--- src/rtl/powlib_sfifo.sv ---
// Single-clock first-word-fall-through FIFO: dual-port RAM sequenced by two
// wrapping pointer counters and a registered occupancy counter.

module powlib_cntr #(
    parameter int W = 4,
    parameter int X = 1
) (
    input  logic         clk,
    input  logic         clr,
    input  logic         adv,
    output logic [W-1:0] cntr
);

    // NOTE: sequential state is assigned with <= so every flop samples pre-edge values.
    always_ff @(posedge clk) begin
        if (clr)
            cntr <= '0;
        else if (adv)
            cntr <= cntr + W'(X);
    end

endmodule

module powlib_dpram #(
    parameter int W    = 32,
    parameter int D    = 8,
    parameter int EWBE = 0,
    parameter int WIDX = $clog2(D)
) (
    input  logic            clk,
    input  logic [WIDX-1:0] wridx,
    input  logic [W-1:0]    wrdata,
    input  logic            wrvld,
    input  logic [WIDX-1:0] rdidx,
    output logic [W-1:0]    rddata
);

    logic [W-1:0] mem [D];

    if (EWBE != 0) begin : g_ewbe_unsupported
        $error("powlib_dpram: byte-enable writes are not supported");
    end

    // NOTE: storage is deliberately left unreset; occupancy logic guards every read.
    always_ff @(posedge clk) begin
        if (wrvld)
            mem[wridx] <= wrdata;
    end

    assign rddata = mem[rdidx];

endmodule

module powlib_sfifo #(
    parameter int W    = 32,
    parameter int D    = 8,
    parameter int AFT  = D - 2,
    parameter int WIDX = $clog2(D),
    parameter int WCNT = $clog2(D + 1),
    parameter int EAR  = 0
) (
    input  logic            clk,
    input  logic            rst,
    input  logic [W-1:0]    wrdata,
    input  logic            wrvld,
    output logic            wrrdy,
    output logic [W-1:0]    rddata,
    output logic            rdvld,
    input  logic            rdrdy,
    output logic [WCNT-1:0] cnt,
    output logic            afull
);

    if (EAR != 0) begin : g_ear_unsupported
        $error("powlib_sfifo: only synchronous reset (EAR=0) is supported");
    end

    logic            push;
    logic            pop;
    logic            wrclr;
    logic            rdclr;
    logic [WIDX-1:0] wrptr;
    logic [WIDX-1:0] rdptr;
    logic [WCNT-1:0] cnt_nxt;

    // Handshake flags come only from the occupancy register, never from inputs.
    assign wrrdy = (cnt != WCNT'(D));
    assign rdvld = (cnt != '0);
    assign push  = wrvld & wrrdy;
    assign pop   = rdvld & rdrdy;

    assign wrclr = rst | (push & (wrptr == WIDX'(D - 1)));
    assign rdclr = rst | (pop  & (rdptr == WIDX'(D - 1)));

    powlib_cntr #(.W(WIDX), .X(1)) u_wrptr (
        .clk  (clk),
        .clr  (wrclr),
        .adv  (push),
        .cntr (wrptr)
    );

    powlib_cntr #(.W(WIDX), .X(1)) u_rdptr (
        .clk  (clk),
        .clr  (rdclr),
        .adv  (pop),
        .cntr (rdptr)
    );

    powlib_dpram #(.W(W), .D(D), .EWBE(0), .WIDX(WIDX)) u_ram (
        .clk    (clk),
        .wridx  (wrptr),
        .wrdata (wrdata),
        .wrvld  (push),
        .rdidx  (rdptr),
        .rddata (rddata)
    );

    // NOTE: the default assignment first keeps this block free of inferred latches.
    always_comb begin
        cnt_nxt = cnt;
        case ({push, pop})
            2'b10:   cnt_nxt = cnt + 1'b1;
            2'b01:   cnt_nxt = cnt - 1'b1;
            default: cnt_nxt = cnt;
        endcase
    end

    // afull is computed from next-state occupancy so it lines up with cnt.
    always_ff @(posedge clk) begin
        if (rst) begin
            cnt   <= '0;
            afull <= 1'(AFT == 0);
        end else begin
            cnt   <= cnt_nxt;
            afull <= (cnt_nxt >= WCNT'(AFT));
        end
    end

endmodule

--- config.mk ---
export PLATFORM = sky130hd
export DESIGN_NAME = powlib_sfifo
export DESIGN_NICKNAME = d
export VERILOG_FILES = /design/src/rtl/powlib_sfifo.sv
export SDC_FILE = /design/constraint.sdc
export NUM_CORES = 1
export LEC_CHECK = 0
export CORE_MARGIN = 2
export CORE_UTILIZATION = 45
export DETAILED_ROUTE_END_ITERATION = 16
export PLACE_DENSITY = 0.68
export SLEW_MARGIN = 20
export SYNTH_ARGS = -nofsm -noshare
export SYNTH_HDL_FRONTEND = slang
export SYNTH_SLANG_ARGS = --single-unit
--- constraint.sdc ---
create_clock -name clk -period 5.7 [get_ports clk]
set_clock_uncertainty 0.1 [all_clocks]
set_input_delay 1.14 -clock clk [delete_from_list [all_inputs] [get_ports clk]]
set_output_delay 1.14 -clock clk [all_outputs]
set_load 0.005 [all_outputs]
==> summary.md <==
| Metric | Value |
|---|---|
| Status | `complete, no violations` |
| Post-Layout Cell Count | `858` |
| Crit path required time | `4.46 ns` |
| Gr usage total | `0.164` |
| DR DRC count | `0` |
| Die W | `155 um` |
| RePlAce Congestion | `0.703` |
| Nets | `593` |
| Initial antenna violation count | `1` |
| Yosys top cell area share | `0.746` |
| Root buf cell | `clkbuf_16` |
| Period utilization | `0.764` |
| Slowest CP cell | `dfxtp_4` |
| Commonest non-fill, non-tap cell in the layout | `edfxtp_1` |
| WL final | `19200 um` |
| Die H | `155 um` |
| DR vias | `4723` |
| Vias/cell | `5.50` |
| Post-synth EDFFs | `256` |
| Ys flop type | `edfxtp_1` |
| Post-synth cell types | `36` |
| Largest net degree at the start of global routing | `50` |
| Synth area leaders | `edfxtp_1, mux4_2, mux2_2` |
| Max-cap violations | `0` |
| Hold-fix buffers at CTS | `0` |
| Placeable Area | `0.0226 mm^2` |
| Max-slew headroom | `0.309` |
| HPWL Detailed | `10500 um` |
| CTS tree | `yes` |
| First-pass DRT Iterations | `4` |
| ANT cells | `0` |
| Largest area contributor in the netlist | `edfxtp_1` |
| Initial Util | `0.457` |
| Io pins | `75` |
| Syn Nets | `498` |
| Yosys reg bits | `270` |
| Synth-to-layout area growth | `20.3%` |
| Final-report hold violation count | `0` |
| Vias in the first global route | `5173` |
| Clk_lat worst skew | `0.53 ns` |
| First-pass GRT wire length | `29800 um` |
| Max H-tree Level | `1` |
| CP Class | `reg2out` |
| Final Max Slew Viols | `0` |
| Port-buffer cells | `74` |
| Worst slew pin tran | `1.04 ns` |
| TNS Setup | `0 ns` |
| RSZ-0062 raised after global routing | `no` |
| Hold crit path type | `reg2reg` |
| Clock buffers created by TritonCTS | `28` |
| Period minus WS final | `4.35 ns` |
| Critical Path AT | `3.11 ns` |
| Slowest stage delay, CP | `0.84 ns` |
| Critical path startpoint category | `flop` |
| Gr ovfl total | `0` |
| Fillers | `1720` |
| Commonest cells after routing, fill and taps aside | `edfxtp_1, clkdlybuf4s50_1, mux4_2, mux2_2, clkbuf_16` |
| Crit-path cells | `buf_4, mux4_2, mux2_2, clkdlybuf4s50_1` |
| Initial DRC count | `327` |
| Lkg Pwr | `0.00390 uW` |
| Fmax | `0.230 GHz` |
| Synthesis Warnings | `0` |
| Worst vdd ir | `216 uV` |
| PwrDens | `428 mW/mm^2` |
| Asr flop ratio synth | `0` |
| Count of endpoints failing setup in the final report | `0` |
| Clock tree buffer depth | `3` |
| Crit path capture type | `output pin` |
| CTS resizes | `0` |
| DRT antenna net count | `0` |
| Synth Area per Inst | `22.6 um^2` |
| Site Rows | `55` |
| Synth Cell Area | `0.0103 mm^2` |
| Share of layout cells above drive strength 1 | `0.290` |
| Clock-pin slew on the worst setup and hold paths | `0.06 ns` |
| Die Area | `0.0241 mm^2` |
| Clock sinks | `270` |
| Number of buffers added for setup after CTS | `0` |
| WL per Instance | `22.4 um` |
| Seq/Total Area, Yosys | `0.773` |
| Final core utilization | `0.549` |
| Mapped Cells | `456` |
| Crit path max fanout | `38` |
| Total placed cells including tap cells | `806` |
[metal layers]
metal | vias up | wire (um) | track usage
met3 | 36 | 1140 | 0.0359
met5 | - | 11 | 0
met1 | 2470 | 7820 | 0.212
met4 | 2 | 422 | 0.0446
met2 | 123 | 9840 | 0.282
li1 | 2092 | - | -
[worst paths after layout]
path         slack [ns]            start               to  cells after the start
min                0.43  u_rdptr.cntr[1]             flop                      2
min reg2reg        0.43  u_rdptr.cntr[1]             flop                      2
max reg2reg        2.92           cnt[1]  u_ram.mem[7][7]                      5
max                1.35             flop        rddata[8]                      4
[power by group]
part	total, uW	switching [uW]	internal (uW)
Clock	1800	712	1090
Combinational	1080	402	682
Sequential	2420	123	2300
Total	5300	1240	4070
[cells in the mapped netlist, types with 2 or more instances]
library cell / n
nor2_1: 14
inv_1: 2
nand2b_1: 2
buf_2: 7
mux4_2: 64
ha_1: 6
mux2_2: 32
xor2_1: 2
dfxtp_1: 14
nand4b_1: 2
a21oi_1: 8
nor3_1: 5
clkbuf_1: 12
edfxtp_1: 256
xnor2_1: 2
nand2_1: 6
nor3b_1: 2
o22ai_1: 2
[logic make-up (layout without fill, tap and decap cells)]
logic type	count (synthesis)	in the layout	synth area share
xor+xnor	4	4	0.00340
buf+inv	23	140	0.00923
compound gates	13	13	0.00716
simple gates	43	43	0.0240
flops	270	270	0.773
fa+ha+maj	6	6	0.00728
mux	97	97	0.176
[flip-flops by register name (all words and copies together), names as in the netlist, named ones only]
register / count
cnt: 4
u_wrptr.cntr: 3
u_ram.mem: 256
afull: 1
u_rdptr.cntr: 3
[cell type report]
type / instances / area (um^2) / area share
Multi-Input combinational cell: 163 / 2300 / 0.185
Inverter: 3 / 11.3 / 0.000908
Clock buffer: 37 / 776 / 0.0626
Sequential cell: 270 / 7970 / 0.643
Tap cell: 285 / 357 / 0.0288
Clock inverter: 15 / 149 / 0.0120
Timing Repair Buffer: 85 / 836 / 0.0674
[critical path, delay by kind of cell (launching register included)]
kind	cells	cell delay, ns
multiplexers	2	0.83
buffers and inverters	2	0.88
flip-flops	1	0.84
[stage by stage]
stage               setup WS, ns  total power, uW  cell area, um^2  hold WS, ns
global route                1.13             5530            12400        0.465
global placement            1.86             3540            11500        0.394
floorplan                  0.474             3110            10300        0.378
finish                      1.35             5300            12400        0.431
CTS                         1.24             5370            12400        0.435
detailed placement          1.81             3570            11500        0.420
Note: power is estimated with default switching activity, not from simulation.
